`config.mk`:
```
export PLATFORM = sky130hd
export DESIGN_NAME = lsu_subword_flat
export DESIGN_NICKNAME = d
export VERILOG_FILES = /design/src/rtl/lsu_pkg.sv /design/src/rtl/lsu_subword_if.sv /design/src/rtl/lsu_lane_unit.sv /design/src/rtl/lsu_subword.sv /design/src/flat_wrapper.sv
export SDC_FILE = /design/constraint.sdc
export NUM_CORES = 1
export LEC_CHECK = 0
export CELL_PAD_IN_SITES_DETAIL_PLACEMENT = 0
export CELL_PAD_IN_SITES_GLOBAL_PLACEMENT = 1
export CORE_MARGIN = 5
export CORE_UTILIZATION = 35
export CTS_CLUSTER_DIAMETER = 80
export DETAILED_ROUTE_END_ITERATION = 12
export PLACE_DENSITY_LB_ADDON = 0.1
export SKIP_CTS_REPAIR_TIMING = 1
export SYNTH_ARGS = -nofsm -noshare
export SYNTH_HDL_FRONTEND = slang
export SYNTH_HIERARCHICAL = 1
export SYNTH_SLANG_ARGS = --single-unit
```
`constraint.sdc`:
```
create_clock -name clk -period 2.45 [get_ports clk]
set_input_delay 0.735 -clock clk [delete_from_list [all_inputs] [get_ports clk]]
set_output_delay 0.735 -clock clk [all_outputs]
set_load 0.03 [all_outputs]
```
`src/rtl/lsu_pkg.sv`:
```
// Shared encodings for the sub-word load/store unit: access sizes, FSM states, lane geometry.
package lsu_pkg;

  localparam logic [1:0] SZ_BYTE = 2'b00;
  localparam logic [1:0] SZ_HALF = 2'b01;
  localparam logic [1:0] SZ_WORD = 2'b10;

  typedef enum logic [1:0] {
    ST_IDLE     = 2'd0,
    ST_LOAD     = 2'd1,
    ST_RMW_READ = 2'd2,
    ST_WRITE    = 2'd3
  } state_t;

  localparam logic [1:0] LANE0 = 2'd0;
  localparam logic [1:0] LANE3 = 2'd3;
  localparam int BYTE_W = 8;
  localparam int HALF_W = 16;

  // Reserved size 2'b11 is classified with words.
  function automatic logic is_misaligned(input logic [1:0] size, input logic [1:0] lane);
    case (size)
      SZ_BYTE: is_misaligned = 1'b0;
      SZ_HALF: is_misaligned = lane[0];
      default: is_misaligned = (lane != LANE0);
    endcase
  endfunction

endpackage

```
`src/rtl/lsu_subword_if.sv`:
```
// Request/response bus between the MEM stage (master) and the load/store unit (slave).
interface lsu_subword_if #(
  parameter int ADDR_W = 32,
  parameter int DATA_W = 32
);
  logic              req_valid;
  logic              req_ready;
  logic              req_we;
  logic [1:0]        req_size;
  logic              req_unsigned;
  logic [ADDR_W-1:0] req_addr;
  logic [DATA_W-1:0] req_wdata;
  logic              resp_valid;
  logic [DATA_W-1:0] resp_rdata;
  logic              resp_err;

  modport master (
    output req_valid, req_we, req_size, req_unsigned, req_addr, req_wdata,
    input  req_ready, resp_valid, resp_rdata, resp_err
  );

  modport slave (
    input  req_valid, req_we, req_size, req_unsigned, req_addr, req_wdata,
    output req_ready, resp_valid, resp_rdata, resp_err
  );
endinterface

```
`src/rtl/lsu_lane_unit.sv`:
```
// Combinational lane logic: load extraction with sign/zero extension, and store merge into an old word.
module lsu_lane_unit
  import lsu_pkg::*;
#(
  parameter int DATA_W = 32
) (
  input  logic [1:0]        size,
  input  logic              uns,
  input  logic [1:0]        lane,
  input  logic [DATA_W-1:0] old_word,
  input  logic [DATA_W-1:0] wdata,
  output logic [DATA_W-1:0] load_data,
  output logic [DATA_W-1:0] merge_data
);

  function automatic logic [DATA_W-1:0] ext_byte(input logic signed [BYTE_W-1:0] b, input logic zx);
    logic signed [DATA_W-1:0] sx;
    sx = DATA_W'(b);
    ext_byte = zx ? {{(DATA_W-BYTE_W){1'b0}}, b} : sx;
  endfunction

  function automatic logic [DATA_W-1:0] ext_half(input logic signed [HALF_W-1:0] h, input logic zx);
    logic signed [DATA_W-1:0] sx;
    sx = DATA_W'(h);
    ext_half = zx ? {{(DATA_W-HALF_W){1'b0}}, h} : sx;
  endfunction

  logic [BYTE_W-1:0] byte_sel;
  logic [HALF_W-1:0] half_sel;

  assign byte_sel = old_word[{lane, 3'b000} +: BYTE_W];
  assign half_sel = old_word[{lane[1], 4'b0000} +: HALF_W];

  always_comb begin
    load_data  = old_word;
    merge_data = wdata;
    case (size)
      SZ_BYTE: begin
        load_data  = ext_byte(byte_sel, uns);
        merge_data = old_word;
        merge_data[{lane, 3'b000} +: BYTE_W] = wdata[BYTE_W-1:0];
      end
      SZ_HALF: begin
        load_data  = ext_half(half_sel, uns);
        merge_data = old_word;
        merge_data[{lane[1], 4'b0000} +: HALF_W] = wdata[HALF_W-1:0];
      end
      default: ;
    endcase
  end

endmodule

```
`src/rtl/lsu_subword.sv`:
```
// Byte/halfword load/store unit over a word-only data memory, with read-modify-write for sub-word stores.
// Optional misalignment trapping is enabled by defining LSU_MISALIGN_TRAP_EN.
module lsu_subword
  import lsu_pkg::*;
#(
  parameter int ADDR_W = 32,
  parameter int DATA_W = 32
) (
  input  logic              clk,
  input  logic              rst_n,
  lsu_subword_if.slave      bus,
  output logic              dmem_memwrite,
  output logic [ADDR_W-1:0] dmem_address,
  output logic [DATA_W-1:0] dmem_data_in,
  input  logic [DATA_W-1:0] dmem_readdata
);

  state_t            state;
  logic [ADDR_W-1:0] addr_q;
  logic [DATA_W-1:0] wdata_q;
  logic [DATA_W-1:0] merge_q;
  logic [1:0]        size_q;
  logic              uns_q;
  logic              memwrite_q;
  logic              resp_valid_q;
  logic              resp_err_q;
  logic [DATA_W-1:0] resp_rdata_q;
  logic [DATA_W-1:0] load_data;
  logic [DATA_W-1:0] merge_data;
  logic              accept;
  logic              misaligned;

  assign accept = bus.req_valid && (state == ST_IDLE);

`ifdef LSU_MISALIGN_TRAP_EN
  assign misaligned = is_misaligned(bus.req_size, bus.req_addr[1:0]);
`else
  assign misaligned = 1'b0;
`endif

  lsu_lane_unit #(.DATA_W(DATA_W)) u_lane (
    .size       (size_q),
    .uns        (uns_q),
    .lane       (addr_q[1:0]),
    .old_word   (dmem_readdata),
    .wdata      (wdata_q),
    .load_data  (load_data),
    .merge_data (merge_data)
  );

  always_ff @(posedge clk or negedge rst_n) begin
    if (!rst_n) begin
      state        <= ST_IDLE;
      addr_q       <= '0;
      wdata_q      <= '0;
      merge_q      <= '0;
      size_q       <= '0;
      uns_q        <= 1'b0;
      memwrite_q   <= 1'b0;
      resp_valid_q <= 1'b0;
      resp_err_q   <= 1'b0;
      resp_rdata_q <= '0;
    end else begin
      resp_valid_q <= 1'b0;
      resp_err_q   <= 1'b0;
      memwrite_q   <= 1'b0;
      case (state)
        ST_IDLE: begin
          if (accept) begin
            addr_q  <= bus.req_addr;
            wdata_q <= bus.req_wdata;
            size_q  <= bus.req_size;
            uns_q   <= bus.req_unsigned;
            if (misaligned) begin
              // Trapped access: respond next cycle without touching memory.
              resp_valid_q <= 1'b1;
              resp_err_q   <= 1'b1;
              resp_rdata_q <= '0;
            end else if (!bus.req_we) begin
              state <= ST_LOAD;
            end else if (bus.req_size[1]) begin
              merge_q    <= bus.req_wdata;
              memwrite_q <= 1'b1;
              state      <= ST_WRITE;
            end else begin
              state <= ST_RMW_READ;
            end
          end
        end
        ST_LOAD: begin
          resp_rdata_q <= load_data;
          resp_valid_q <= 1'b1;
          state        <= ST_IDLE;
        end
        ST_RMW_READ: begin
          merge_q    <= merge_data;
          memwrite_q <= 1'b1;
          state      <= ST_WRITE;
        end
        default: begin
          resp_rdata_q <= '0;
          resp_valid_q <= 1'b1;
          state        <= ST_IDLE;
        end
      endcase
    end
  end

  assign bus.req_ready  = (state == ST_IDLE);
  assign bus.resp_valid = resp_valid_q;
  assign bus.resp_err   = resp_err_q;
  assign bus.resp_rdata = resp_rdata_q;
  assign dmem_memwrite  = memwrite_q;
  assign dmem_address   = {addr_q[ADDR_W-1:2], 2'b00};
  assign dmem_data_in   = merge_q;

endmodule

```
`src/flat_wrapper.sv`:
```
// flat-port wrapper written by rule: the top's interface ports become plain ports
module lsu_subword_flat import lsu_pkg::*;
#(
  parameter int ADDR_W = 32,
  parameter int DATA_W = 32
)
  (clk, rst_n, dmem_memwrite, dmem_address, dmem_data_in, dmem_readdata, bus_req_valid, bus_req_we, bus_req_size, bus_req_unsigned, bus_req_addr, bus_req_wdata, bus_req_ready, bus_resp_valid, bus_resp_rdata, bus_resp_err);
  lsu_subword_if #(.ADDR_W(ADDR_W), .DATA_W(DATA_W)) bus_i ();
  input  logic clk;
  input  logic rst_n;
  output logic dmem_memwrite;
  output logic [ADDR_W-1:0] dmem_address;
  output logic [DATA_W-1:0] dmem_data_in;
  input  logic [DATA_W-1:0] dmem_readdata;
  input wire logic [$bits(bus_i.req_valid)-1:0] bus_req_valid;
  input wire logic [$bits(bus_i.req_we)-1:0] bus_req_we;
  input wire logic [$bits(bus_i.req_size)-1:0] bus_req_size;
  input wire logic [$bits(bus_i.req_unsigned)-1:0] bus_req_unsigned;
  input wire logic [$bits(bus_i.req_addr)-1:0] bus_req_addr;
  input wire logic [$bits(bus_i.req_wdata)-1:0] bus_req_wdata;
  output wire logic [$bits(bus_i.req_ready)-1:0] bus_req_ready;
  output wire logic [$bits(bus_i.resp_valid)-1:0] bus_resp_valid;
  output wire logic [$bits(bus_i.resp_rdata)-1:0] bus_resp_rdata;
  output wire logic [$bits(bus_i.resp_err)-1:0] bus_resp_err;
  assign bus_i.req_valid = bus_req_valid;
  assign bus_i.req_we = bus_req_we;
  assign bus_i.req_size = bus_req_size;
  assign bus_i.req_unsigned = bus_req_unsigned;
  assign bus_i.req_addr = bus_req_addr;
  assign bus_i.req_wdata = bus_req_wdata;
  assign bus_req_ready = bus_i.req_ready;
  assign bus_resp_valid = bus_i.resp_valid;
  assign bus_resp_rdata = bus_i.resp_rdata;
  assign bus_resp_err = bus_i.resp_err;
  lsu_subword #(.ADDR_W(ADDR_W), .DATA_W(DATA_W)) u_core (.clk(clk), .rst_n(rst_n), .bus(bus_i), .dmem_memwrite(dmem_memwrite), .dmem_address(dmem_address), .dmem_data_in(dmem_data_in), .dmem_readdata(dmem_readdata));
endmodule
```
# == Word-level counts from Yosys, hierarchy flattened ==
# Cells that the tools add are included.
# word_totals
register_bits,135
wordCells,50
# classes
add_sub_neg,2
n_eq_ne,6
n_shift,6
muxes,20
reduce_logical,7
# ops
op,n
case mux 32 bit (2 select lines),4
two-way mux 32 bit,5
bitwise mux 32 bit,2
variable shift 16 x 7 -> 32 bit (first input constant),1
variable shift 8 x 7 -> 32 bit (first input constant),1
indexed part select 16 x 7 -> 32 bit,1
indexed part select 32 x 6 -> 16 bit,1
indexed part select 32 x 6 -> 8 bit,1
indexed part select 8 x 7 -> 32 bit,1
negation 5 -> 7 bit,2
two-way mux 1 bit,5
equality test 2 x 1 -> 1 bit (second input constant),2
zero test 2 bit,2
two-way mux 2 bit,2
inequality test 2 bit (second input constant),2
case mux 2 bit (2 select lines),1
AND reduction 4 bit,1
equality test 2 bit (second input constant),1
inequality test 2 x 1 -> 1 bit (second input constant),1
case mux 1 bit (2 select lines),1
AND reduction 2 bit,1
nonzero test 2 bit,1
OR reduction 2 bit,1
logical AND 1 bit,1

# == Depth between registers and ports, before layout ==
# depth
ltp_word,5
mapped_depth,10
mapped_depth_nobuf,7

# == By module ==
# Netlist, hierarchy kept.
# modules_own_cells
mod,instances,cells_per_inst,area_per_inst_um2,seq_area_each_um2
lsu_subword,1,431,6062.1,3378.2
lsu_lane_unit,1,256,1975.6,0.0

# == Worst setup path before layout ==
# Ideal clock, no wire load.
# synth_path
path_type,reg-to-reg
from,register u_core.addr_q[1]
to,register u_core.merge_q[1] (netlist: u_core/dmem_data_in[1])
setup_ps,125
t_arrival_ps,2277
slack_ps,49
stages_incl_launch_ff,10
period_less_slack_ps,2401
cell_sequence,dfrtp_1 buf_6 inv_4 buf_6 ha_1 nor4bb_1 a211o_1 a22o_1 mux2_4 mux2_2
# synth_via
elab_chain_cells,5
word_cells_on_any_way,10
# synth_rtl
element,line,rtl
from (decl),lsu_subword.sv:19,logic [ADDR_W-1:0] addr_q;
from (signal assigned),lsu_subword.sv:70,addr_q <= bus.req_addr;
"negation 5 -> 7 bit, on equally long branches","lsu_lane_unit.sv:46, lsu_lane_unit.sv:41",
indexed part select 16 x 7 -> 32 bit (tied with other cells),lsu_lane_unit.sv:46,"merge_data[{lane[1], 4'b0000} +: HALF_W] = wdata[HALF_W-1:0];"
"bitwise mux 32 bit, on equally long branches","lsu_lane_unit.sv:46, lsu_lane_unit.sv:41",
case mux 32 bit (2 select lines) *,lsu_lane_unit.sv:37,case (size)
net u_core.merge_data[1],lsu_subword.sv:29,logic [DATA_W-1:0] merge_data;
case mux 32 bit (2 select lines) *,lsu_subword.sv:67,case (state)
to (signal assigned),lsu_subword.sv:82,merge_q <= bus.req_wdata;
to (signal assigned),lsu_subword.sv:96,merge_q <= merge_data;
to (decl),lsu_subword.sv:21,logic [DATA_W-1:0] merge_q;
# The timed path passes the listed nets; every way through them passes the cells marked *.
# A chain may end at the register's enable or synchronous reset.

# == Worst setup path after layout ==
# layout_path
from,register u_core.addr_q[1]
to,register u_core.merge_q[0] (netlist: u_core/dmem_data_in[0])
# The elaborated chain is that of the path after synthesis.

==> implementation parameters <==
Parameter                              Value

Power and ir drop
  Power share of the sequential group ... 25.9%
  Net switching power ... 0.00699 W
  Part of the total power dissipated in combinational logic ... 58.5%
  Internal power summed over all cells ... 0.00934 W
  Overall Power ... 0.0163 W
  PwrDens ... 1510 nW/µm²
  Net Sw Frac ... 42.8%
  Leakage power ... 4.61 nW
  Part of the power in the clock network ... 15.6%
  Highest ir drop seen on vdd ... 0.685 mV

Setup path
  Signal arrival time at the worst endpoint ... 2660 ps
  Most numerous cell on the critical path ... sky130_fd_sc_hd__mux2_2
  Startpoint types ... register
  Critical path buffers and inverters ... 1
  Critical setup path kind ... reg2reg
  Critical path data required time ... 2760 ps
  Maximum net fanout on the critical path ... 8
  Kind of end point of the critical path ... register
  Kind of cell adding the most delay to the critical path ... compound AO/OA/AOI/OAI gates
  Critical-path cell list ... inv_4, ha_1, nor4bb_1, a211o_2, a22o_1, mux2_2, mux2_2
  Worst R2R Setup Slack ... 90 ps
  Slowest library cell on the worst path ... sky130_fd_sc_hd__a211o_2
  Stage delay of the slowest cell on the critical path ... 440 ps

Synthesis
  Netlist area before placement ... 8040 µm²
  Synthesis warning total ... 6
  Portion of the post-synthesis area used by sequential elements ... 42.0%
  Number of storage elements in the synthesis netlist ... 135
  Async set or reset register ratio after synthesis ... 100%
  Count of different cell masters after synthesis ... 57
  Count of flip-flops with a built-in enable after synthesis ... 0
  Syn avg cell area ... 11.7 µm²
  Dominant synthesized flop cell ... sky130_fd_sc_hd__dfrtp_1
  Number of cells produced by synthesis ... 687

Place
  Input/output buffers ... 199
  Routability-driven placement congestion ratio ... 0.836
  Detail Placement HPWL ... 19300 µm

Finish
  Area growth, synth to finish ... 34.6%
  Most common library cell in the layout ignoring fill and taps ... sky130_fd_sc_hd__clkdlybuf4s50_1
  Antenna cells ... 0
  Proportion of layout cells with a drive suffix above 1 ... 28.9%
  Core utilization of the finished layout ... 47.8%
  Leading cell types in the layout, fill and taps excluded ... sky130_fd_sc_hd__clkdlybuf4s50_1 (197), sky130_fd_sc_hd__dfrtp_1 (134), sky130_fd_sc_hd__nand2_1 (74)
  Final nets ... 985

Floorplan
  Row count ... 55
  Top Ports ... 203
  Starting Density ... 35.5%
  Die width ... 162 µm
  Core area ... 22600 µm²
  Die height ... 162 µm
  Die area ... 26100 µm²

Timing
  RSZ-0062 raised after global routing ... no
  Final period util ... 96.1%
  Min Hold Slack ... 275 ps
  Number of pins with negative max-slew slack in the final report ... 0
  Fin crit period ... 2360 ps
  Total setup violations reported at the end of the flow ... 0
  Clock Skews ... 10.0 ps
  Rel. slew slack ... 55.1%
  Worst Tran Pin Value ... 672 ps
  Final hold violation count ... 0
  Max Freq ... 425 MHz

Clock network
  Clock tree from TritonCTS ... done
  Number of buffers on the longest clock path ... 2
  CTS root buf ... sky130_fd_sc_hd__clkbuf_16
  CTS sink cnt ... 135
  CTS Buf Count ... 17
  Skew-Pair Late Insertion Delay ... 430 ps
  CTS H-Tree Depth ... 4
  Clock Pin Slew Worst Setup and Hold Paths ... 60 ps

Global routing
  Number of global-route vias before repair ... 6588
  Overall overflow remaining after global route ... 0
  Pin count of the biggest net entering global routing ... 77
  Initial antenna violation count ... 0
  Global Route Usage Sum ... 19.6%
  Wire length of the first global-routing pass ... 39500 µm

Drt
  Initial detailed-routing violation count ... 324
  Routed length per instance ... 21.8 µm
  Number of detailed-route iterations in the first pass ... 4
  Remaining design rule violation count ... 0
  Routed wire length ... 25700 µm
  Antenna Nets Post-Route ... 0
  Via count of the routed design ... 6048
  Via/cell ratio ... 5.15

Worst hold path
  Class of the most critical hold timing path ... in2async

Run
  MaxCap Viol Count ... 0

Outcome
  Result of the run ... finished clean
## path summary, 6_finish.rpt
| check | start | endpoint | cells past startpoint |
|---|---|---|---|
| min in group clk | u_core/addr_q[13]$_DFFE_PN0P_ | u_core/addr_q[13]$_DFFE_PN0P_ | 1 |
| setup reg to reg | u_core/addr_q[1]$_DFFE_PN0P_ | u_core/dmem_data_in[0]$_DFFE_PN0P_ | 7 |
| setup / recovery | u_core/addr_q[1]$_DFFE_PN0P_ | u_core/dmem_data_in[0]$_DFFE_PN0P_ | 7 |
| hold / removal | rst_n | u_core/bus.resp_rdata[5]$_DFFE_PN0P_ | 2 |
| hold reg to reg | u_core/addr_q[13]$_DFFE_PN0P_ | u_core/addr_q[13]$_DFFE_PN0P_ | 1 |
| max in group asynchronous | rst_n | u_core/size_q[1]$_DFFE_PN0P_ | 2 |
## metal layers
metal	up-vias	GRT usage, %	routed length [µm]
li1	2807	-	-
met1	3007	25.6	11300
met4	0	5.16	388
met3	29	4.59	1610
met2	205	32.8	12400
met5	-	0	0
## worst reg2reg max path: stages (launching register included)
cell and delay (ps):
sky130_fd_sc_hd__dfrtp_1 430, sky130_fd_sc_hd__inv_4 100, sky130_fd_sc_hd__ha_1 400, sky130_fd_sc_hd__nor4bb_1 80
sky130_fd_sc_hd__a211o_2 440, sky130_fd_sc_hd__a22o_1 260, sky130_fd_sc_hd__mux2_2 270, sky130_fd_sc_hd__mux2_2 260
## stage by stage
step	std cells	TNS, ps	worst slack [ps]	instance area [µm²]
floorplan	689	0	48.5	8050
global placement	1143	-1370	-189	10200
detailed placement	1143	-1530	-183	10200
CTS	1175	0	90.5	10800
global route	1175	0	0.476	10800
finish	1175	0	94.7	10800
## registers in the layout, indices dropped and copies added (netlist names)
name / cells
u_core/wdata_q: 32
u_core/dmem_memwrite: 1
u_core/state: 2
u_core/bus.resp_valid: 1
u_core/dmem_data_in: 32
u_core/uns_q: 1
u_core/size_q: 2
u_core/bus.resp_rdata: 32
u_core/addr_q: 32
## synth_stat cells, types with 2 or more instances
cell type	n	share of area, %
sky130_fd_sc_hd__nand2b_1	2	0.16
sky130_fd_sc_hd__nor2b_1	15	1.2
sky130_fd_sc_hd__a22oi_1	11	1.0
sky130_fd_sc_hd__nor2_1	11	0.51
sky130_fd_sc_hd__a221o_1	15	1.9
sky130_fd_sc_hd__o221ai_2	8	1.5
sky130_fd_sc_hd__mux2_2	62	8.7
sky130_fd_sc_hd__nor2_2	4	0.31
sky130_fd_sc_hd__inv_1	41	1.9
sky130_fd_sc_hd__buf_12	6	1.5
sky130_fd_sc_hd__o21ai_2	10	1.1
sky130_fd_sc_hd__clkbuf_1	7	0.33
sky130_fd_sc_hd__nand2_1	74	3.5
sky130_fd_sc_hd__mux2_1	7	0.98
sky130_fd_sc_hd__a22o_1	22	2.4
sky130_fd_sc_hd__buf_6	8	1.1
sky130_fd_sc_hd__a31oi_1	2	0.16
sky130_fd_sc_hd__a41oi_1	8	0.87
sky130_fd_sc_hd__o21ai_1	7	0.44
sky130_fd_sc_hd__a21oi_1	6	0.37
sky130_fd_sc_hd__buf_1	2	0.093
sky130_fd_sc_hd__o211ai_1	7	0.65
sky130_fd_sc_hd__buf_4	37	3.5
sky130_fd_sc_hd__dfrtp_1	135	42
sky130_fd_sc_hd__buf_2	19	1.2
sky130_fd_sc_hd__mux2i_1	15	1.9
sky130_fd_sc_hd__mux2_4	72	13
sky130_fd_sc_hd__o21ai_0	33	2.1
sky130_fd_sc_hd__o221ai_1	8	0.87
sky130_fd_sc_hd__nor3_2	2	0.25
sky130_fd_sc_hd__ha_1	5	0.78
## power by group through the flow
| stage | Combinational [W] | Clock, W | Sequential, W |
|---|---|---|---|
| global placement | 0.00952 | 0 | 0.00423 |
| global route | 0.0102 | 0.00270 | 0.00440 |
| finish | 0.00956 | 0.00254 | 0.00423 |
| CTS | 0.00965 | 0.00261 | 0.00425 |
| detailed placement | 0.00962 | 0 | 0.00426 |
| floorplan | 0.00616 | 0 | 0.00489 |
## cell families (layout without fill, tap and decap cells)
group                      after synthesis  in the layout  synth area share [%]
AOI/OAI and AO/OA                      145            145                  14.6
other                                    1              3                0.0467
and+or+nand+nor                        122            122                  7.63
DFF                                    135            135                  42.0
adders and majority gates                5              5                 0.778
muxes                                  156            156                  25.0
buffers and inverters                  123            324                  9.90
## layout make-up
cell class / instances / area [µm²]
Sequential cell: 135 / 3380
Timing Repair Buffer: 249 / 2470
Multi-Input combinational cell: 431 / 3880
Clock inverter: 13 / 138
Inverter: 43 / 164
Fill cell: 2076 / 11800
Clock buffer: 19 / 433
Tap cell: 285 / 357
(Power assumes the default switching activity.)
